[src/rtl/alu_pkg.sv]
// Shared definitions for the ALU program sequencer: opcode map, program-word
// layout and FSM state encoding.
package alu_pkg;

  localparam logic [3:0] OP_LOAD = 4'h0;
  localparam logic [3:0] OP_ADD  = 4'h1;
  localparam logic [3:0] OP_SUB  = 4'h2;
  localparam logic [3:0] OP_AND  = 4'h3;
  localparam logic [3:0] OP_OR   = 4'h4;
  localparam logic [3:0] OP_XOR  = 4'h5;
  localparam logic [3:0] OP_IDLE = 4'hF;

  localparam int OPC_MSB = 11;
  localparam int OPC_LSB = 8;
  localparam int OPD_MSB = 7;
  localparam int WORD_W  = OPC_MSB + 1;

  typedef logic [WORD_W-1:0] prog_word_t;

  localparam logic [1:0] ST_IDLE  = 2'd0;
  localparam logic [1:0] ST_RUN   = 2'd1;
  localparam logic [1:0] ST_DRAIN = 2'd2;

  function automatic logic [3:0] word_opc(input prog_word_t w);
    return w[OPC_MSB:OPC_LSB];
  endfunction

  function automatic logic [7:0] word_opd(input prog_word_t w);
    return w[OPD_MSB:0];
  endfunction

endpackage

[src/rtl/alu_sequencer_if.sv]
// Host and ALU signals of the sequencer; slave is the sequencer's view,
// master is the surrounding host/ALU side.
interface alu_sequencer_if #(
  parameter int AW = 4
);
  import alu_pkg::*;

  logic             prog_we;
  logic [AW-1:0]    prog_addr;
  prog_word_t       prog_data;
  logic             start;
  logic [AW:0]      len;
  logic             busy;
  logic             done;
  logic [AW-1:0]    pc;
  logic [3:0]       alu_opcode;
  logic [7:0]       alu_a;
  logic [7:0]       alu_b;
  logic [7:0]       result;
  logic             result_valid;

  modport master (
    output prog_we, prog_addr, prog_data, start, len, alu_b,
    input  busy, done, pc, alu_opcode, alu_a, result, result_valid
  );

  modport slave (
    input  prog_we, prog_addr, prog_data, start, len, alu_b,
    output busy, done, pc, alu_opcode, alu_a, result, result_valid
  );

endinterface

[src/rtl/alu_prog_mem.sv]
// Program store: register file with a synchronous write port and an
// asynchronous read port. Contents survive reset.
module alu_prog_mem
  import alu_pkg::*;
#(
  parameter int DEPTH = 16,
  parameter int AW    = 4
) (
  input  logic          clk,
  input  logic          we_i,
  input  logic [AW-1:0] waddr_i,
  input  prog_word_t    wdata_i,
  input  logic [AW-1:0] raddr_i,
  output prog_word_t    rdata_o
);

  prog_word_t mem_q [DEPTH];

  always_ff @(posedge clk) begin
    if (we_i) mem_q[waddr_i] <= wdata_i;
  end

  assign rdata_o = mem_q[raddr_i];

endmodule

[src/rtl/alu_sequencer.sv]
// Streams {opcode, operand} words from the program store to the ALU, one word
// per STEP_CYCLES window, then drains and captures the accumulator.
module alu_sequencer
  import alu_pkg::*;
#(
  parameter int         PROG_DEPTH   = 16,
  parameter int         AW           = 4,
  parameter int         STEP_CYCLES  = 2,
  parameter int         DRAIN_CYCLES = 1,
  parameter logic [3:0] IDLE_OP      = OP_IDLE
) (
  input logic           clk,
  input logic           rst,
  alu_sequencer_if.slave bus
);

  localparam int CMAX = (STEP_CYCLES > DRAIN_CYCLES) ? STEP_CYCLES : DRAIN_CYCLES;
  localparam int CW   = (CMAX > 1) ? $clog2(CMAX) : 1;
  localparam logic [CW-1:0] STEP_LAST  = CW'(STEP_CYCLES - 1);
  localparam logic [CW-1:0] DRAIN_LAST = CW'(DRAIN_CYCLES - 1);

  logic [1:0]    state_q, state_d;
  logic [AW-1:0] pc_q, pc_d;
  logic [CW-1:0] step_q, step_d;
  logic [AW:0]   len_q, len_d;
  logic          done_q, done_d;
  logic [3:0]    opc_q, opc_d;
  logic [7:0]    opd_q, opd_d;
  logic [7:0]    result_q, result_d;
  logic          rvalid_q, rvalid_d;

  logic          mem_we;
  prog_word_t    rd_word;
  prog_word_t    fetch_word;
  logic          last_instr;

  assign mem_we = bus.prog_we && (state_q == ST_IDLE);

  alu_prog_mem #(
    .DEPTH (PROG_DEPTH),
    .AW    (AW)
  ) u_mem (
    .clk     (clk),
    .we_i    (mem_we),
    .waddr_i (bus.prog_addr),
    .wdata_i (bus.prog_data),
    .raddr_i (pc_d),
    .rdata_o (rd_word)
  );

  // A word written on the start edge must reach the ALU in the first RUN cycle.
  assign fetch_word = (mem_we && (bus.prog_addr == pc_d)) ? bus.prog_data : rd_word;
  assign last_instr = ({1'b0, pc_q} == (len_q - (AW+1)'(1)));

  always_comb begin
    state_d  = state_q;
    pc_d     = pc_q;
    step_d   = step_q;
    len_d    = len_q;
    done_d   = 1'b0;
    result_d = result_q;
    rvalid_d = rvalid_q;
    case (state_q)
      ST_IDLE: begin
        if (bus.start) begin
          if (bus.len == '0) begin
            done_d = 1'b1;
          end else begin
            len_d    = bus.len;
            pc_d     = '0;
            step_d   = '0;
            rvalid_d = 1'b0;
            state_d  = ST_RUN;
          end
        end
      end
      ST_RUN: begin
        if (step_q == STEP_LAST) begin
          step_d = '0;
          if (last_instr) state_d = ST_DRAIN;
          else            pc_d    = pc_q + AW'(1);
        end else begin
          step_d = step_q + CW'(1);
        end
      end
      ST_DRAIN: begin
        if (step_q == DRAIN_LAST) begin
          step_d   = '0;
          result_d = bus.alu_b;
          rvalid_d = 1'b1;
          done_d   = 1'b1;
          state_d  = ST_IDLE;
        end else begin
          step_d = step_q + CW'(1);
        end
      end
      default: state_d = ST_IDLE;
    endcase

    if (state_d == ST_RUN) begin
      opc_d = word_opc(fetch_word);
      opd_d = word_opd(fetch_word);
    end else begin
      opc_d = IDLE_OP;
      opd_d = 8'h00;
    end
  end

  always_ff @(posedge clk or posedge rst) begin
    if (rst) begin
      state_q  <= ST_IDLE;
      pc_q     <= '0;
      step_q   <= '0;
      len_q    <= '0;
      done_q   <= 1'b0;
      opc_q    <= IDLE_OP;
      opd_q    <= 8'h00;
      result_q <= 8'h00;
      rvalid_q <= 1'b0;
    end else begin
      state_q  <= state_d;
      pc_q     <= pc_d;
      step_q   <= step_d;
      len_q    <= len_d;
      done_q   <= done_d;
      opc_q    <= opc_d;
      opd_q    <= opd_d;
      result_q <= result_d;
      rvalid_q <= rvalid_d;
    end
  end

  assign bus.busy         = (state_q != ST_IDLE);
  assign bus.done         = done_q;
  assign bus.pc           = pc_q;
  assign bus.alu_opcode   = opc_q;
  assign bus.alu_a        = opd_q;
  assign bus.result       = result_q;
  assign bus.result_valid = rvalid_q;

endmodule

[src/flat_wrapper.sv]
// flat-port wrapper written by rule: the top's interface ports become plain ports
module alu_sequencer_flat import alu_pkg::*;
#(
  parameter int         PROG_DEPTH   = 16,
  parameter int         AW           = 4,
  parameter int         STEP_CYCLES  = 2,
  parameter int         DRAIN_CYCLES = 1,
  parameter logic [3:0] IDLE_OP      = OP_IDLE
)
  (clk, rst, bus_prog_we, bus_prog_addr, bus_prog_data, bus_start, bus_len, bus_alu_b, bus_busy, bus_done, bus_pc, bus_alu_opcode, bus_alu_a, bus_result, bus_result_valid);
  alu_sequencer_if #(.AW(AW)) bus_i ();
  input logic clk;
  input logic rst;
  input wire logic [$bits(bus_i.prog_we)-1:0] bus_prog_we;
  input wire logic [$bits(bus_i.prog_addr)-1:0] bus_prog_addr;
  input wire logic [$bits(bus_i.prog_data)-1:0] bus_prog_data;
  input wire logic [$bits(bus_i.start)-1:0] bus_start;
  input wire logic [$bits(bus_i.len)-1:0] bus_len;
  input wire logic [$bits(bus_i.alu_b)-1:0] bus_alu_b;
  output wire logic [$bits(bus_i.busy)-1:0] bus_busy;
  output wire logic [$bits(bus_i.done)-1:0] bus_done;
  output wire logic [$bits(bus_i.pc)-1:0] bus_pc;
  output wire logic [$bits(bus_i.alu_opcode)-1:0] bus_alu_opcode;
  output wire logic [$bits(bus_i.alu_a)-1:0] bus_alu_a;
  output wire logic [$bits(bus_i.result)-1:0] bus_result;
  output wire logic [$bits(bus_i.result_valid)-1:0] bus_result_valid;
  assign bus_i.prog_we = bus_prog_we;
  assign bus_i.prog_addr = bus_prog_addr;
  assign bus_i.prog_data = bus_prog_data;
  assign bus_i.start = bus_start;
  assign bus_i.len = bus_len;
  assign bus_i.alu_b = bus_alu_b;
  assign bus_busy = bus_i.busy;
  assign bus_done = bus_i.done;
  assign bus_pc = bus_i.pc;
  assign bus_alu_opcode = bus_i.alu_opcode;
  assign bus_alu_a = bus_i.alu_a;
  assign bus_result = bus_i.result;
  assign bus_result_valid = bus_i.result_valid;
  alu_sequencer #(.PROG_DEPTH(PROG_DEPTH), .AW(AW), .STEP_CYCLES(STEP_CYCLES), .DRAIN_CYCLES(DRAIN_CYCLES), .IDLE_OP(IDLE_OP)) u_core (.clk(clk), .rst(rst), .bus(bus_i));
endmodule
[config.mk]
export PLATFORM = sky130hd
export DESIGN_NAME = alu_sequencer_flat
export DESIGN_NICKNAME = d
export VERILOG_FILES = /design/src/rtl/alu_pkg.sv /design/src/rtl/alu_sequencer_if.sv /design/src/rtl/alu_prog_mem.sv /design/src/rtl/alu_sequencer.sv /design/src/flat_wrapper.sv
export SDC_FILE = /design/constraint.sdc
export NUM_CORES = 1
export LEC_CHECK = 0
export CORE_MARGIN = 4
export CORE_UTILIZATION = 50
export DETAILED_ROUTE_END_ITERATION = 16
export GPL_TIMING_DRIVEN = 1
export PLACE_DENSITY_LB_ADDON = 0.2
export SYNTH_ARGS = -nofsm -noshare
export SYNTH_HDL_FRONTEND = slang
export SYNTH_SLANG_ARGS = --single-unit
[constraint.sdc]
create_clock -name clk -period 5.41 [get_ports clk]
set_clock_uncertainty 0.1 [all_clocks]
set_input_delay 0.541 -clock clk [delete_from_list [all_inputs] [get_ports clk]]
set_output_delay 0.541 -clock clk [all_outputs]
set_load 0.005 [all_outputs]
# Word level (Yosys, flattened, before mapping)
# Memory sizes are Yosys's and may differ from the RTL's.
# Cells that the tools add are included.
dict set report totals {
  regBits 34
  ram_bits 192
  in_bits 33
  out_inout_bits 27
  n_memories 1
}
# name depth width rd rd_clocked_by_memory_dff write_ports line
set mem_list {}
lappend mem_list {u_core.u_mem.mem_q 16 12 1 0 1 alu_prog_mem.sv:17} ;# prog_word_t mem_q [DEPTH];
dict set report classes {
  addsub 3
  eq_ne 8
  n_mux 27
  bitwise_logic 2
  reduce_logical 11
}
# op n
set ops {}
lappend ops {{2-to-1 mux 4 bit} 5}
lappend ops {{2-to-1 mux 12 bit} 1}
lappend ops {{2-to-1 mux 1 bit} 10}
lappend ops {{2-to-1 mux 2 bit} 5}
lappend ops {{2-to-1 mux 8 bit} 1}
lappend ops {{case mux 4 bit (2 select lines)} 1}
lappend ops {{!= test 2 bit (second input constant)} 3}
lappend ops {{case mux 2 bit (3 select lines)} 1}
lappend ops {{AND reduction 3 bit} 2}
lappend ops {{equality test 4 x 5 -> 1 bit} 1}
lappend ops {{zero test 5 bit} 1}
lappend ops {{subtractor 5 x 1 -> 5 bit (second input constant)} 1}
lappend ops {{adder 4 x 1 -> 4 bit (second input constant)} 1}
lappend ops {{equality test 2 x 1 -> 1 bit (second input constant)} 2}
lappend ops {{equality test 4 bit} 1}
lappend ops {{case mux 1 bit (2 select lines)} 2}
lappend ops {{AND reduction 4 bit} 1}
lappend ops {{nonzero test 2 bit} 2}
lappend ops {{case mux 1 bit (3 select lines)} 1}
lappend ops {{nonzero test 3 bit} 1}
lappend ops {{equality test 2 bit (second input constant)} 1}
lappend ops {{logical AND 1 bit} 2}
lappend ops {{zero test 2 bit} 1}
lappend ops {{inverter 1 bit} 2}
lappend ops {{2 further kinds} 2}

# Depth between registers and ports, before layout
# Gate-level depths: netlist (run 1).
dict set report depth {
  ltp_word 9
  mapped_depth 14
  mapped_depth_nobuf 12
}

# Hierarchy
# A second synthesis (run 1) with hierarchy kept.
dict set report unflattened {
  hier_cells 475
  hier_area_um2 9036.2
}
# mod n_inst cells_each area_per_inst_um2
set modules_own_cells {}
lappend modules_own_cells {alu_prog_mem 1 317 7359.6}
lappend modules_own_cells {alu_sequencer 1 158 1676.6}

# Least setup slack after synthesis (run 1)
# Ideal clock, no wire load.
dict set report synth_path {
  path_type {register to register}
  start {register u_core.len_q[0]}
  end {register u_core.opd_q[5], in the netlist u_core.bus.alu_a[5]}
  arrival_ns 2.905
  required_time_ns 5.183
  slack_ns 2.278
  stages_incl_launch_ff 14
  period_less_slack_ns 3.132
  path_cell_list {dfrtp_1 > inv_1 > ha_1 > o21ba_1 > a221oi_2 > o211a_1 > buf_6 > o211ai_2 > xor2_1 > or4_1 > a221o_1 > nand2_1 > buf_6 > o32ai_1}
}
dict set report synth_via {
  elab_chain_len 9
  elab_cells_between_ends 14
}
# item line
set synth_rtl {}
lappend synth_rtl {{start, declared} alu_sequencer.sv:25} ;# logic [AW:0] len_q, len_d;
lappend synth_rtl {{start signal, assigned} alu_sequencer.sv:124} ;# len_q <= len_d;
lappend synth_rtl {{subtractor 5 x 1 -> 5 bit (*)} alu_sequencer.sv:53} ;# assign last_instr = ({1'b0, pc_q} == (len_q - (AW+1)'(1)));
lappend synth_rtl {{equality test 4 x 5 -> 1 bit (*)} alu_sequencer.sv:53}
lappend synth_rtl {{parallel branches: the longest is 6 deep, another holds memory (16 x 12 bit)} n/a}
lappend synth_rtl {{2-to-1 mux 8 bit (*)} alu_sequencer.sv:100} ;# if (state_d == ST_RUN) begin
lappend synth_rtl {{net u_core.opd_d[5]} alu_sequencer.sv:28} ;# logic [7:0] opd_q, opd_d;
lappend synth_rtl {{end signal, assigned} alu_sequencer.sv:127} ;# opd_q <= opd_d;
lappend synth_rtl {{end, declared} alu_sequencer.sv:28}
# Mark *: on every way through the listed nets, which the timed path passes.
# A chain may end at the register's enable or synchronous reset.

# Worst setup path in the final report (run 1)
dict set report layout_path {
  start {register u_core.len_q[0]}
  end {register u_core.opc_q[3], in the netlist u_core.bus.alu_opcode[3]}
}
dict set report layout_via {
  elab_chain_len 9
  elab_cells_between_ends 14
}
# item line
set layout_rtl {}
lappend layout_rtl {{subtractor 5 x 1 -> 5 bit (*)} alu_sequencer.sv:53}
lappend layout_rtl {{equality test 4 x 5 -> 1 bit (*)} alu_sequencer.sv:53}
lappend layout_rtl {{parallel branches: the longest is 6 deep, another holds memory (16 x 12 bit)} n/a}
lappend layout_rtl {{2-to-1 mux 4 bit (*)} alu_sequencer.sv:100}
lappend layout_rtl {{net u_core.opc_d[3]} alu_sequencer.sv:27} ;# logic [3:0] opc_q, opc_d;
lappend layout_rtl {{end signal, assigned} alu_sequencer.sv:126} ;# opc_q <= opc_d;
lappend layout_rtl {{end, declared} alu_sequencer.sv:27}
# Marks and branches as above.

==> impl_metrics.json, run 1 <==
{
  "status": "finished clean",
  "path_class": "register to register",
  "area_delta_synth_final_pct": 17.7,
  "dieHeight_um": 143,
  "path_clk_slew_ns": 0.06,
  "cellPowerDensity_nw_per_um2": 560,
  "drt-total-wl_um": 21800,
  "synthTopCellsByArea": "edfxtp_1 63%, dfrtp_1 8.2%, mux2i_1 4.9%",
  "port_buffers": 59,
  "wire_per_inst_um": 23.9,
  "p_sw_share_pct": 35.4,
  "dr.pass1.iters": 5,
  "grt_max_degree": 35,
  "setup.worst_path.start_class": "register",
  "synth_top_area_cell": "edfxtp_1",
  "antenna_found_initial": 0,
  "r2r_start": "u_core.len_q[0]",
  "cp_cell_sequence": "inv_1 -> ha_1 -> o21ba_1 -> a221oi_2 -> o211a_1 -> or3_1 -> and2_1 -> inv_1 -> or3_1 -> a221o_1 -> nand2_1 -> o32a_1",
  "synth.top_cell.area_share_pct": 63.1,
  "path_buf_inv": 2,
  "slowest_delay_ns": 0.47,
  "cts_sinks": 226,
  "ant_nets": 0,
  "cp-startpoint": "u_core.len_q[0]",
  "place_area_um2": 10000,
  "grt_pass1_wl_um": 32800,
  "period_share_pct": 81.8,
  "dp_hpwl_um": 13700,
  "boundaryPins": 60,
  "netlist_instances": 592,
  "overflow": 0,
  "p_leak_uw": 0.00376,
  "rows": 49,
  "crit_path_end_kind": "register",
  "seq_power_share_pct": 35.8,
  "grtUsageTotal_pct": 21.5,
  "final-setup-viol-count": 0,
  "max_freq_ghz": 0.226,
  "vias_per_cell": 6.10,
  "via_count": 5585,
  "final_cell_count_no_fill": 915,
  "cts_resized": 0,
  "cts-root-buf": "clkbuf_16",
  "synthArstFlopShare_pct": 15.0,
  "slew_violations": 0,
  "min_period_ns": 4.43,
  "fin_area_um2": 10800,
  "cp.arrival_ns": 4.77,
  "p_clk_share_pct": 24.6,
  "worstReg2RegEnd": "u_core.bus.alu_opcode[3]",
  "yosys_warnings": 0,
  "antennaDiodeCount": 0,
  "clock_path_buffers": 3,
  "cap_violations": 0,
  "crit_cells": 12,
  "core_um2": 18000,
  "dp_cells": 872,
  "die_x_um": 143,
  "cts_setup_buffers": 0,
  "crit_family": "compound AO/OA/AOI/OAI gates",
  "worst-r2r-setup-slack_ns": 0.98,
  "critPathSlowestCell": "and2_1",
  "cts_buffers": 24,
  "tightest_slew_ns": 0.990,
  "drive_above_1_share_pct": 14.1,
  "worst_slack_ns": 0.984,
  "final_common_cell": "edfxtp_1",
  "hold_buffers": 0,
  "drtIter0Drc": 569,
  "fin_tns_setup_ns": 0,
  "htree_num_levels": 1,
  "die_area_um2": 20500,
  "avgSynthCellArea_um2": 15.4,
  "grt_pass1_vias": 5646,
  "ff2ff_path_depth": 12,
  "endpoint": "u_core.bus.alu_opcode[3]",
  "synth_edf_count": 192,
  "internal_power_uw": 3890,
  "path_max_fanout": 14,
  "seq_area_frac_synth_pct": 72.5,
  "ir_worst_vdd_v": 0.000330,
  "final_cell_mix": "192 x edfxtp_1, 59 x clkdlybuf4s50_1, 45 x mux2i_1",
  "drc_errors": 0,
  "synthDistinctLibCells": 62,
  "pre_cts_slack_ns": 1.04,
  "syn-cell-area_um2": 9140,
  "fin_nets": 704,
  "grt_setup_unrepaired": "no",
  "pwr-share-comb_pct": 39.5,
  "yosys_most_used_dff": "edfxtp_1",
  "power.switching_uw": 2140,
  "slew_headroom_pct": 33.9,
  "required_ns": 5.75,
  "globalplace.congestion": 0.932,
  "cts_tree": "yes",
  "syn_nets": 627,
  "clock_latency_ns": 0.51,
  "initial_utilization_pct": 50.9,
  "hold_viol": 0,
  "synth-seq-cells": 226,
  "hp-class": "input port to async pin"
}
[cells in the mapped netlist, drive strengths merged, types with 4 or more instances]
cell,count
edfxtp,192
mux2i,45
nand2,45
dfrtp,30
nor2,30
o22ai,29
a211oi,24
a21oi,22
clkbuf,16
mux2,15
o21ai,13
inv,12
buf,11
a221oi,7
and3,6
nor4,6
o2bb2ai,6
a221o,5
nand2b,5
nand3,5
nor3,5
o221ai,5
a311o,4
dfstp,4
o211ai,4
o32a,4
or3,4
xnor2,4
[metal layers]
metal / track usage, % / part of all wire, % / wire, um
met5: 0 / 0 / 0
met4: 8.45 / 3.9 / 861
met3: 3.88 / 7.6 / 1650
met2: 34.2 / 47 / 10200
met1: 29.6 / 42 / 9170
[final cells by class]
cell class,instances,area (um^2)
repair buffers,78,733
inverters,13,48.8
clock inverters,12,63.8
multi-input cells,326,2340
clock buffers,31,658
flip-flops and latches,226,6620
fillers,1380,7210
well taps,229,287
[kinds of logic after synthesis]
kind of cell,Yosys count,synth area share [%]
flip-flops,226,72.5
AO/OA/AOI/OAI,139,11.3
XOR/XNOR,7,0.671
buffers and inverters,40,2.04
multiplexers,62,7.27
AND/OR/NAND/NOR,116,6.00
adder cells (fa/ha/maj),2,0.274
[worst min-delay path by stage]
stage | from | to | slack (ns) | cells after the start
after floorplan | u_core.bus.result_valid | u_core.bus.result_valid | 0.37 | 1
after global placement | u_core.bus.result_valid | u_core.bus.result_valid | 0.36 | 1
after global routing | u_core.bus.result_valid | u_core.bus.result_valid | 0.40 | 1
after detailed placement | u_core.bus.result_valid | u_core.bus.result_valid | 0.37 | 1
final | rst | u_core.bus.result_valid | 0.36 | 3
after CTS | rst | u_core.bus.alu_a[6] | 0.36 | 3
[worst register-to-register path, stage by stage (launching register included)]
cell and delay (ns):
dfrtp_1 0.38, inv_1 0.07, ha_1 0.26, o21ba_1 0.21, a221oi_2 0.37, o211a_1 0.40
or3_1 0.20, and2_1 0.47, inv_1 0.37, or3_1 0.44, a221o_1 0.45, nand2_1 0.40
o32a_1 0.25
[through the flow]
| stage | util (%) | hold WS (ns) | total power (uW) |
|---|---|---|---|
| floorplan | - | 0.374 | 3810 |
| global placement | 55.8 | 0.361 | 4520 |
| detailed placement | 55.8 | 0.372 | 4570 |
| CTS | 59.9 | 0.361 | 6060 |
| global route | 59.9 | 0.398 | 6340 |
| finish | 59.9 | 0.357 | 6020 |
[power groups by stage]
stage / logic (uW) / clock network, uW / registers [uW]
after floorplan: 1670 / 0 / 2140
after global placement: 2330 / 0 / 2190
after detailed placement: 2380 / 0 / 2190
after CTS: 2390 / 1520 / 2160
after global routing: 2580 / 1590 / 2170
final: 2380 / 1480 / 2160
[sequential cells by signal, summed over array words and instances (netlist names)]
signal,flops
u_core.step_q,1
u_core.bus.alu_a,8
u_core.u_mem.mem_q,192
u_core.bus.done,1
u_core.bus.alu_opcode,4
u_core.bus.result,8
u_core.bus.result_valid,1
u_core.state_q,2
u_core.len_q,5
u_core.bus.pc,4
No activity file was read; power rests on OpenSTA's default activity.
==> run 2, diff against run 1 <==
==> constraint.sdc (replaced) <==
create_clock -name clk -period 3.8 [get_ports clk]
set_clock_uncertainty 0.1 [all_clocks]
set_input_delay 0.38 -clock clk [delete_from_list [all_inputs] [get_ports clk]]
set_output_delay 0.38 -clock clk [all_outputs]
set_load 0.005 [all_outputs]
==> run 2 against run 1 <==
  * Sequential share of layout area shrank 1.0 points
  * Register-to-register slack lost 0.75 ns
  * Fmax increased by 24%
  * Setup slack worse by 0.75 ns
  * Largest power group unchanged
==> impl_metrics.json, run 2 (same netlist as run 1, synthesis figures left out) <==
{
  "fin_area_um2": 10900,
  "ir_worst_vdd_v": 0.000594,
  "ant_nets": 0,
  "grt_max_degree": 28,
  "clock_path_buffers": 3,
  "hp-class": "input port to register",
  "drc_errors": 0,
  "grt_pass1_wl_um": 33500,
  "hold_viol": 0,
  "cap_violations": 0,
  "port_buffers": 59,
  "status": "finished clean",
  "holdPathStages": 3,
  "dieHeight_um": 143,
  "path_clk_slew_ns": 0.06,
  "setup.worst_path.start_class": "register",
  "area_delta_synth_final_pct": 19.7,
  "largest_reg_flops": 192,
  "fin_nets": 724,
  "p_leak_uw": 0.00385,
  "core_um2": 18000,
  "top_register": "u_core.u_mem.mem_q",
  "fillers": 1311,
  "period_share_pct": 93.9,
  "cts_buffers": 23,
  "htree_num_levels": 1,
  "antennaDiodeCount": 0,
  "multi_input_area_um2": 2330,
  "dr.pass1.iters": 5,
  "via_count": 5643,
  "initial_utilization_pct": 50.9,
  "clock_latency_ns": 0.52,
  "crit_path_end_kind": "register",
  "min_period_ns": 3.57,
  "fin_tns_setup_ns": 0,
  "drtIter0Drc": 500,
  "ff2ff_path_depth": 11,
  "wire_per_inst_um": 23.8,
  "tightest_slew_ns": 1.10,
  "slew_headroom_pct": 26.3,
  "globalplace.congestion": 0.947,
  "register_area_um2": 6620,
  "vias_per_cell": 6.04,
  "die_x_um": 143,
  "path_max_fanout": 11,
  "grt_pass1_vias": 5658,
  "hold_buffers": 0,
  "final-setup-viol-count": 0,
  "required_ns": 4.14,
  "final_cell_mix": "192 x edfxtp_1, 59 x clkdlybuf4s50_1, 45 x mux2i_1",
  "grt_setup_unrepaired": "no",
  "overflow": 0,
  "die_area_um2": 20500,
  "grtUsageTotal_pct": 21.8,
  "cts_setup_buffers": 0,
  "drive_above_1_share_pct": 16.6,
  "place_area_um2": 10200,
  "drt-total-wl_um": 22200,
  "antenna_found_initial": 0,
  "cp.arrival_ns": 3.90,
  "final_common_cell": "edfxtp_1",
  "boundaryPins": 60,
  "path_class": "register to register",
  "cts-root-buf": "clkbuf_16",
  "dp_hpwl_um": 14400,
  "cts_tree": "yes",
  "slew_violations": 0,
  "cts_sinks": 226,
  "cellPowerDensity_nw_per_um2": 808,
  "rows": 49,
  "max_freq_ghz": 0.280
}
## run 2: area by class of cell
class	instances	area share [%]
flip-flops and latches	226	60.5
multi-input cells	326	21.3
repair buffers	99	8.26
clock buffers	34	6.19
well taps	229	2.62
clock inverters	8	0.572
inverters	13	0.480
## run 2: what timing repair did
action / in CTS / in global routing
endpoints found under the hold margin: 0 / 0
resized for setup: 0 / 4
setup endpoints to repair: 0 / 12
## run 2: final timing paths
check | startpoint | to | slack, ns
min | bus_len[3] | u_core.len_q[3] | 0.33
max | u_core.len_q[0] | u_core.bus.alu_a[3] | 0.23
max in group asynchronous | rst | u_core.len_q[1] | 2.52
max reg2reg | u_core.len_q[0] | u_core.bus.alu_a[3] | 0.23
min reg2reg | u_core.bus.result_valid | u_core.bus.result_valid | 0.39
min in group asynchronous | rst | u_core.bus.done | 0.35
## run 2: worst max-delay path, cell delays in order, from the launching register on
cell and delay, ns:
dfrtp_1 0.38, inv_1 0.07, ha_1 0.25, o21ba_1 0.21, a221oi_2 0.36, o211a_2 0.38
nor2_1 0.14, or4_1 0.49, a31o_2 0.26, a221o_1 0.35, nor2_2 0.33, o2bb2ai_1 0.17
## run 2: layer usage
| metal | vias up | global-route usage (%) | share of wire (%) |
|---|---|---|---|
| li1 | 2546 | - | - |
| met1 | 2785 | 31.2 | 43 |
| met2 | 270 | 34.6 | 47 |
| met3 | 42 | 3.22 | 7.4 |
| met4 | 0 | 7.15 | 3.0 |
| met5 | - | 0 | 0 |
## run 2: power by group
part           switching [uW]  total [uW]  internal (uW)
logic                    2070        3610           1540
registers                 143        3050           2900
clock network             932        2180           1250
## run 2: metrics by stage
| stage | hold WS [ns] | total power (uW) | worst slack, ns | utilization [%] | std cells |
|---|---|---|---|---|---|
| after global placement | 0.361 | 6620 | 0.234 | 56.7 | 893 |
| after detailed placement | 0.376 | 6670 | 0.138 | 56.7 | 893 |
| after CTS | 0.319 | 8850 | 0.101 | 60.8 | 935 |
| after floorplan | 0.374 | 5430 | 0.668 | - | 592 |
| after global routing | 0.362 | 9280 | 0.0101 | 60.9 | 935 |
| final | 0.329 | 8830 | 0.233 | 60.9 | 935 |
==> run 3, diff against run 2 <==
--- a/config.mk
+++ b/config.mk
@@ -10,6 +10,7 @@
 export DETAILED_ROUTE_END_ITERATION = 16
 export GPL_TIMING_DRIVEN = 1
 export PLACE_DENSITY_LB_ADDON = 0.2
+export SLEW_MARGIN = 20
 export SYNTH_ARGS = -nofsm -noshare
 export SYNTH_HDL_FRONTEND = slang
 export SYNTH_SLANG_ARGS = --single-unit
==> run 3 against run 2 <==
  * Setup slack better by 0.0078 ns
  * Final area stayed put
  * Total power hardly changed
  * Critical path depth stayed put
  * Via count hardly changed
  * Critical endpoint unchanged
  * Wire length hardly changed
==> impl_metrics.json, run 3 (same netlist as run 1, synthesis figures left out) <==
{
  "status": "finished clean",
  "dp_hpwl_um": 14400,
  "initial_utilization_pct": 50.9,
  "final_cell_mix": "192 x edfxtp_1, 59 x clkdlybuf4s50_1, 45 x mux2i_1",
  "hp-class": "input port to async pin",
  "wire_per_inst_um": 23.8,
  "clock_latency_ns": 0.52,
  "hold_viol": 0,
  "antennaDiodeCount": 0,
  "period_share_pct": 93.7,
  "cts_sinks": 226,
  "final_common_cell": "edfxtp_1",
  "die_x_um": 143,
  "wirelength_met1_um": 9490,
  "antenna_found_initial": 0,
  "cap_violations": 0,
  "rows": 49,
  "cts_tree": "yes",
  "dieHeight_um": 143,
  "cp.arrival_ns": 3.89,
  "htree_num_levels": 1,
  "crit_path_end_kind": "register",
  "dp_cells": 893,
  "grtUsageTotal_pct": 21.8,
  "multi_input_area_um2": 2330,
  "setup.worst_path.start_class": "register",
  "drtIter0Drc": 500,
  "register_area_um2": 6620,
  "vias_per_cell": 6.04,
  "drc_errors": 0,
  "port_buffers": 59,
  "path_clk_slew_ns": 0.06,
  "worst_slack_ns": 0.241,
  "top_register": "u_core.u_mem.mem_q",
  "globalplace.congestion": 0.947,
  "final-setup-viol-count": 0,
  "required_ns": 4.14,
  "dr_wl_met2_um": 10500,
  "max_freq_ghz": 0.281,
  "cellPowerDensity_nw_per_um2": 807,
  "min_period_ns": 3.56,
  "boundaryPins": 60,
  "fillers": 1311,
  "fin_tns_setup_ns": 0,
  "final_cell_count_no_fill": 935,
  "grt_setup_unrepaired": "no",
  "grt_max_degree": 28,
  "drive_above_1_share_pct": 16.7,
  "grt_pass1_wl_um": 33500,
  "grt_pass1_vias": 5658,
  "die_area_um2": 20500,
  "core_um2": 18000,
  "dr.pass1.iters": 5,
  "cts_buffers": 23,
  "cts_setup_buffers": 0,
  "slew_violations": 0,
  "slew_headroom_pct": 45.2,
  "fin_nets": 724,
  "largest_reg_flops": 192,
  "path_class": "register to register",
  "met3_length_um": 1590,
  "highest_layer": "met4",
  "path_max_fanout": 11,
  "drt-total-wl_um": 22200,
  "p_leak_uw": 0.00385,
  "via_count": 5648,
  "overflow": 0,
  "ant_nets": 0,
  "area_delta_synth_final_pct": 19.7,
  "ir_worst_vdd_v": 0.000594,
  "tightest_slew_ns": 0.819,
  "cts-root-buf": "clkbuf_16",
  "clock_path_buffers": 3,
  "pre_cts_slack_ns": 0.138
}
## run 3: repair_timing
item	in CTS	in global routing
endpoints found under the setup margin	0	12
hold buffers	0	0
gates resized for setup	0	4
## run 3: critical path, stage by stage (launching register included)
cell and delay (ns):
dfrtp_1 0.38, inv_1 0.08, ha_1 0.25, o21ba_1 0.21
a221oi_2 0.36, o211a_2 0.38, nor2_1 0.14, or4_1 0.49
a31o_2 0.26, a221o_1 0.35, nor2_2 0.32, o2bb2ai_1 0.17
## run 3: final timing paths
check | slack (ns) | cells after the start | start | to
worst max-delay path | 0.24 | 11 | u_core.len_q[0] | u_core.bus.alu_a[3]
worst min-delay path | 0.16 | 2 | rst | u_core.bus.done
worst max register to register | 0.24 | 11 | u_core.len_q[0] | u_core.bus.alu_a[3]
worst min register to register | 0.39 | 1 | u_core.bus.result_valid | u_core.bus.result_valid
max in group asynchronous | 2.88 | 3 | rst | u_core.len_q[1]
min in group clk | 0.33 | 3 | bus_len[3] | u_core.len_q[3]
## run 3: cell type report
cell class / count / share of cell area [%]
clock buffers: 34 / 6.19
clock inverters: 8 / 0.572
inverters: 13 / 0.480
multi-input cells: 326 / 21.3
flip-flops and latches: 226 / 60.5
well taps: 229 / 2.62
repair buffers: 99 / 8.26
## run 3: power by group
| group | internal [uW] | leakage [uW] | switching (uW) |
|---|---|---|---|
| Clock | 1250 | 0.000360 | 930 |
| Sequential | 2900 | 0.00215 | 143 |
| Combinational | 1540 | 0.00133 | 2070 |
## run 3: metrics by stage
stage / total power (uW) / hold WS (ns) / util, % / instance area [um^2]
3_3_place_gp: 6620 / 0.361 / 56.7 / 10200
4_1_cts: 8850 / 0.319 / 60.8 / 10900
2_1_floorplan: 5430 / 0.374 / - / 9140
5_1_grt: 9280 / 0.221 / 60.9 / 10900
6_report: 8830 / 0.162 / 60.9 / 10900
3_5_place_dp: 6670 / 0.376 / 56.7 / 10200
## run 3: metal layers
metal	vias to the layer above	track usage [%]
met5	-	0
met4	0	7.15
met3	42	3.22
met2	264	34.6
met1	2795	31.2
li1	2547	-
==> variant 1, RTL diff (settings of run 2) <==
`result_q` no longer has a reset.
--- a/src/rtl/alu_sequencer.sv
+++ b/src/rtl/alu_sequencer.sv
@@ -116,5 +116,4 @@
       opc_q    <= IDLE_OP;
       opd_q    <= 8'h00;
-      result_q <= 8'h00;
       rvalid_q <= 1'b0;
     end else begin
@@ -126,7 +125,10 @@
       opc_q    <= opc_d;
       opd_q    <= opd_d;
-      result_q <= result_d;
       rvalid_q <= rvalid_d;
     end
+  end
+
+  always_ff @(posedge clk) begin
+    result_q <= result_d;
   end
 
Check against the original RTL: not equivalent (Yosys sat finds a counterexample within 10 cycles, from zero or initial values and one cycle with rst high; the reset may be asserted at any time).
==> variant 1 against run 2 <==
Via count decreased by 10%. Worst setup slack better by 0.085 ns. Final area fell by 0.35%. Total power shrank 6.6%. Sequential cell count unchanged. Critical path type unchanged. Clock power shrank 3%. Area after synthesis unchanged. Synthesized cell count down 14%. Wire length down 10%.
==> variant 1: results (changes against run 2) <==
* Worst Hold Depth at 1 (-2)
* Share of layout cells above drive strength 1 at 19.2% (+2.7 points)
* Prevailing post-synth register cell: edfxtp_1
* Total number of vias at 5077 (-10%)
* Drt first pass iters at 6 (+1)
* Final nets at 642 (-11%)
* Crit path DAT at 3.77 ns (-0.13 ns)
* Post-route ant nets at 0 (unchanged)
* Synth cell count leaders: 200 x edfxtp_1, 42 x mux2i_1, 28 x mux4_2, 28 x nand2_1, 23 x nor2_1
* Vias per cell at 5.95 (-1.4%)
* Post-Place Cells at 810 (-9.3%)
* Vias in the first global route at 5361 (-5.2%)
* Largest net degree at the start of global routing at 38 (+36%)
* EDFF count, synth at 200 (+4.2%)
* HP Start: bus_alu_b[2]
* Static leakage at 3.64 nW (-5.4%)
* Min-delay worst type: in2reg
* Max FO, Critical Path at 24 (+13)
* Root Driver: clkbuf_16
* Post-place setup slack at 0.297 ns (+0.159 ns)
* Dpl hpwl at 12.5 mm (-13%)
* Worst r2r path cells at 12 (+1)
* Top reg by flops: u_core.u_mem.mem_q
* Max FFs per register at 192 (unchanged)
* Iter 0 DRT Violations at 390 (-22%)
* Synth Warn # at 0 (unchanged)
* # H-tree levels at 1 (unchanged)
* First-pass GRT wire length at 30.5 mm (-9.0%)
* Post-synth ARST share at 11.5% (-3.5 points)
* Post-synth cell types at 57 (-8.1%)
* Gr usage total at 19.8% (-1.9 points)
* Clk buf depth at 3 (unchanged)
* Final wirelength at 20.0 mm (-10%)
* Synth Net Count at 547 (-13%)
* Syn_area_per_cell at 17.8 µm² (+16%)
* Worst rel slew slack at 27.2% (+0.89 points)
* Switching Power at 2.64 mW (-16%)
* Gp weighted congestion at 0.801 (-15%)
* Status: finished clean
* Total CTS buffers at 24 (+4.3%)
* Worst ir drop on vdd at 0.000579 V (-2.6%)
* Post-synthesis sequential area ratio at 72.9% (+0.44 points)
* Initial antenna violation count at 0 (unchanged)
* Top cells by area, synth: edfxtp_1 66%, mux4_2 6.9%, dfrtp_1 6.0%, mux2i_1 4.6%, a22oi_1 1.2%
* CTS resizes at 0 (unchanged)
## variant 1: worst paths after layout
| check | end | slack (ns) |
|---|---|---|
| worst max-delay path | u_core.bus.alu_a[6] | 0.32 |
| worst min-delay path | u_core.bus.result[2] | 0.31 |
| worst max register to register | u_core.bus.alu_a[6] | 0.32 |
| worst min register to register | u_core.bus.result_valid | 0.38 |
| max in group asynchronous | u_core.bus.alu_opcode[3] | 2.50 |
| min in group asynchronous | u_core.bus.alu_a[5] | 0.34 |
## variant 1: area by class of cell
type / instances / area [µm²]
well taps: 229 / 287
flip-flops and latches: 226 / 6660
clock buffers: 32 / 641
repair buffers: 90 / 873
inverters: 8 / 42.5
clock inverters: 11 / 63.8
multi-input cells: 257 / 2330
fillers: 1329 / 7070
## variant 1: kinds of logic (layout without fill, tap and decap cells)
kind of cell	Yosys count	in the layout	synth area share [%]
fa+ha+maj	2	2	0.274
buf+inv	29	141	2.05
mux	74	74	12.0
compound gates	89	89	7.35
simple gates	83	83	4.44
xor+xnor	9	9	0.945
flops	226	226	72.9
## variant 1: through the flow
step / instance area [µm²] / power, mW / utilization, %
finish: 10900 / 8.25 / 60.7
global route: 10900 / 8.68 / 60.7
CTS: 10900 / 8.32 / 60.7
detailed placement: 10200 / 6.21 / 56.7
global placement: 10200 / 6.13 / 56.7
floorplan: 9140 / 5.23 / -
## variant 1: routing by layer
layer	track usage (%)	routed length (µm)	share of wire, %
met4	7.35	527	2.6
met2	33.0	9860	49
met1	26.2	8250	41
met3	3.95	1380	6.9
met5	0	0	0
## variant 1: worst max-delay path, stage by stage (launching register included)
cell      delay [ns]
dfrtp_1         0.38
inv_1           0.07
ha_1            0.25
xnor2_1         0.20
a221oi_2        0.10
o211a_4         0.28
or4_4           0.52
mux2_4          0.31
clkinv_8        0.16
xnor2_2         0.24
nand4_4         0.34
o21a_1          0.30
o31a_1          0.11
## variant 1: power groups by stage
stage	clock (mW)	sequential [mW]	combinational [mW]
floorplan	0	3.01	2.22
global placement	0	3.07	3.06
detailed placement	0	3.07	3.14
CTS	2.14	3.02	3.15
global route	2.25	3.04	3.39
finish	2.11	3.02	3.12
==> variant 2, RTL diff (settings of run 2) <==
Made on the original files. `AW` is set to 4 in 4 places; all go to 3.
--- a/src/rtl/alu_sequencer_if.sv
+++ b/src/rtl/alu_sequencer_if.sv
@@ -2,5 +2,5 @@
 // master is the surrounding host/ALU side.
 interface alu_sequencer_if #(
-  parameter int AW = 4
+  parameter int AW = 3
 );
   import alu_pkg::*;
--- a/src/rtl/alu_prog_mem.sv
+++ b/src/rtl/alu_prog_mem.sv
@@ -5,5 +5,5 @@
 #(
   parameter int DEPTH = 16,
-  parameter int AW    = 4
+  parameter int AW    = 3
 ) (
   input  logic          clk,
--- a/src/rtl/alu_sequencer.sv
+++ b/src/rtl/alu_sequencer.sv
@@ -5,5 +5,5 @@
 #(
   parameter int         PROG_DEPTH   = 16,
-  parameter int         AW           = 4,
+  parameter int         AW           = 3,
   parameter int         STEP_CYCLES  = 2,
   parameter int         DRAIN_CYCLES = 1,
--- a/src/flat_wrapper.sv
+++ b/src/flat_wrapper.sv
@@ -3,5 +3,5 @@
 #(
   parameter int         PROG_DEPTH   = 16,
-  parameter int         AW           = 4,
+  parameter int         AW           = 3,
   parameter int         STEP_CYCLES  = 2,
   parameter int         DRAIN_CYCLES = 1,
Ports: changed (resized bus_len, bus_pc and bus_prog_addr); port bits go from 60 to 57. The function was not compared with the original's and may differ.
==> variant 2 against run 2 <==
Area after synthesis shrank 41%. Sequential cell count shrank 98. Clock power shrank 32%. Worst setup slack gained 0.18 ns. Global-route usage shrank 1.0 points. Wire length shrank 44%. Total power shrank 34%. Final area shrank 38%.
==> variant 2: results (changes against run 2) <==
* Met2 Use GR at 34.6% (about the same)
* Largest net degree at the start of global routing at 33 (+18%)
* Vias per cell at 5.70 (-5.6%)
* Drt first pass iters at 5 (unchanged)
* Crit path largest cell delay at 0.43 ns (-0.06 ns)
* Iter 0 DRT Violations at 306 (-39%)
* Worst ir drop on vdd at 0.000380 V (-36%)
* Switching Power at 2.17 mW (-31%)
* Worst-path clk slew at 0.06 ns (about the same)
* Status: finished clean
* Total CTS buffers at 17 (-26%)
* Min-delay worst type: in2async
* Initial antenna violation count at 0 (unchanged)
* Root Driver: clkbuf_8
* Post-synth ARST share at 25.0% (+10 points)
* Dpl hpwl at 7.52 mm (-48%)
* Placed inst area at 6180 µm² (-39%)
* Crit path DAT at 3.68 ns (-0.22 ns)
* Static leakage at 2.57 nW (-33%)
* EDFF count, synth at 96 (-50%)
* Crit-path leading delay family: buffers and inverters
* Reg-to-reg startpoint: u_core.len_q[0]
* Max FFs per register at 96 (-50%)
* IO buf count at 56 (-5.1%)
* Max FO, Critical Path at 32 (+21)
* Met2 wire length at 6.27 mm (-40%)
* Worst rel slew slack at 32.4% (+6.1 points)
* Clk buf depth at 2 (-1)
* Post-synth cell types at 55 (-11%)
* Vias in the first global route at 3745 (-34%)
* Gp weighted congestion at 0.796 (-16%)
* Final nets at 536 (-26%)
* Metal-1 WL at 5.03 mm (-47%)
* Synth cell count leaders: 107 x nand2_1, 96 x edfxtp_1, 39 x nand3_1, 28 x dfrtp_1, 17 x nor2_1
* Synth Net Count at 461 (-26%)
* First-pass GRT wire length at 19.8 mm (-41%)
* Setup crit end: u_core.bus.alu_a[6]
* Wire per inst at 19.0 µm (-20%)
* Worst r2r path cells at 12 (+1)
* M3 GR Usage at 4.08% (+0.86 points)
* Reg2reg setup slack at 0.41 ns (+0.18 ns)
* Share of layout cells above drive strength 1 at 14.3% (-2.2 points)
-- variant 2: changes by cell type after synthesis, sizes merged, moves of 6 or more --
cell     change
edfxtp      -96
mux2i       -40
a211oi      -22
mux2         -6
nor2        -13
a221oi       -6
a21oi       -17
nand3       +34
nand2       +63
o22ai       -20
and3         -6
o2bb2ai      -6
nand4        +9
o21ai        -8
-- variant 2: final cells by class --
cell class | count | area (µm²)
inverter | 15 | 56.3
sequential | 128 | 3690
fill | 776 | 3680
timing repair buffer | 75 | 716
clock inverter | 14 | 134
clock buffer | 18 | 418
tap | 136 | 170
multi-input combinational | 266 | 1550
-- variant 2: per-stage QoR --
step / hold slack (ns) / worst slack, ns / utilization (%) / cells
floorplan: 0.374 / 1.18 / - / 428
global placement: 0.371 / 0.537 / 59.4 / 620
detailed placement: 0.382 / 0.432 / 59.4 / 620
CTS: 0.325 / 0.436 / 64.6 / 652
global route: 0.378 / 0.182 / 64.6 / 652
finish: 0.309 / 0.412 / 64.6 / 652
-- variant 2: cell families after synthesis --
kind of cell | after synthesis | synth area share, %
AOI/OAI and AO/OA | 42 | 6.25
xor gates and xnor gates | 7 | 1.53
and+or+nand+nor | 201 | 17.3
adders and majority gates | 2 | 0.465
muxes | 14 | 3.12
DFF | 128 | 68.5
buffers and inverters | 34 | 2.81
-- variant 2: power groups by stage --
| stage | logic [mW] | clock network, mW | registers (mW) |
|---|---|---|---|
| floorplan | 1.67 | 0 | 1.84 |
| global placement | 2.41 | 0 | 1.86 |
| detailed placement | 2.49 | 0 | 1.86 |
| CTS | 2.51 | 1.52 | 1.84 |
| global route | 2.74 | 1.58 | 1.86 |
| finish | 2.52 | 1.49 | 1.84 |
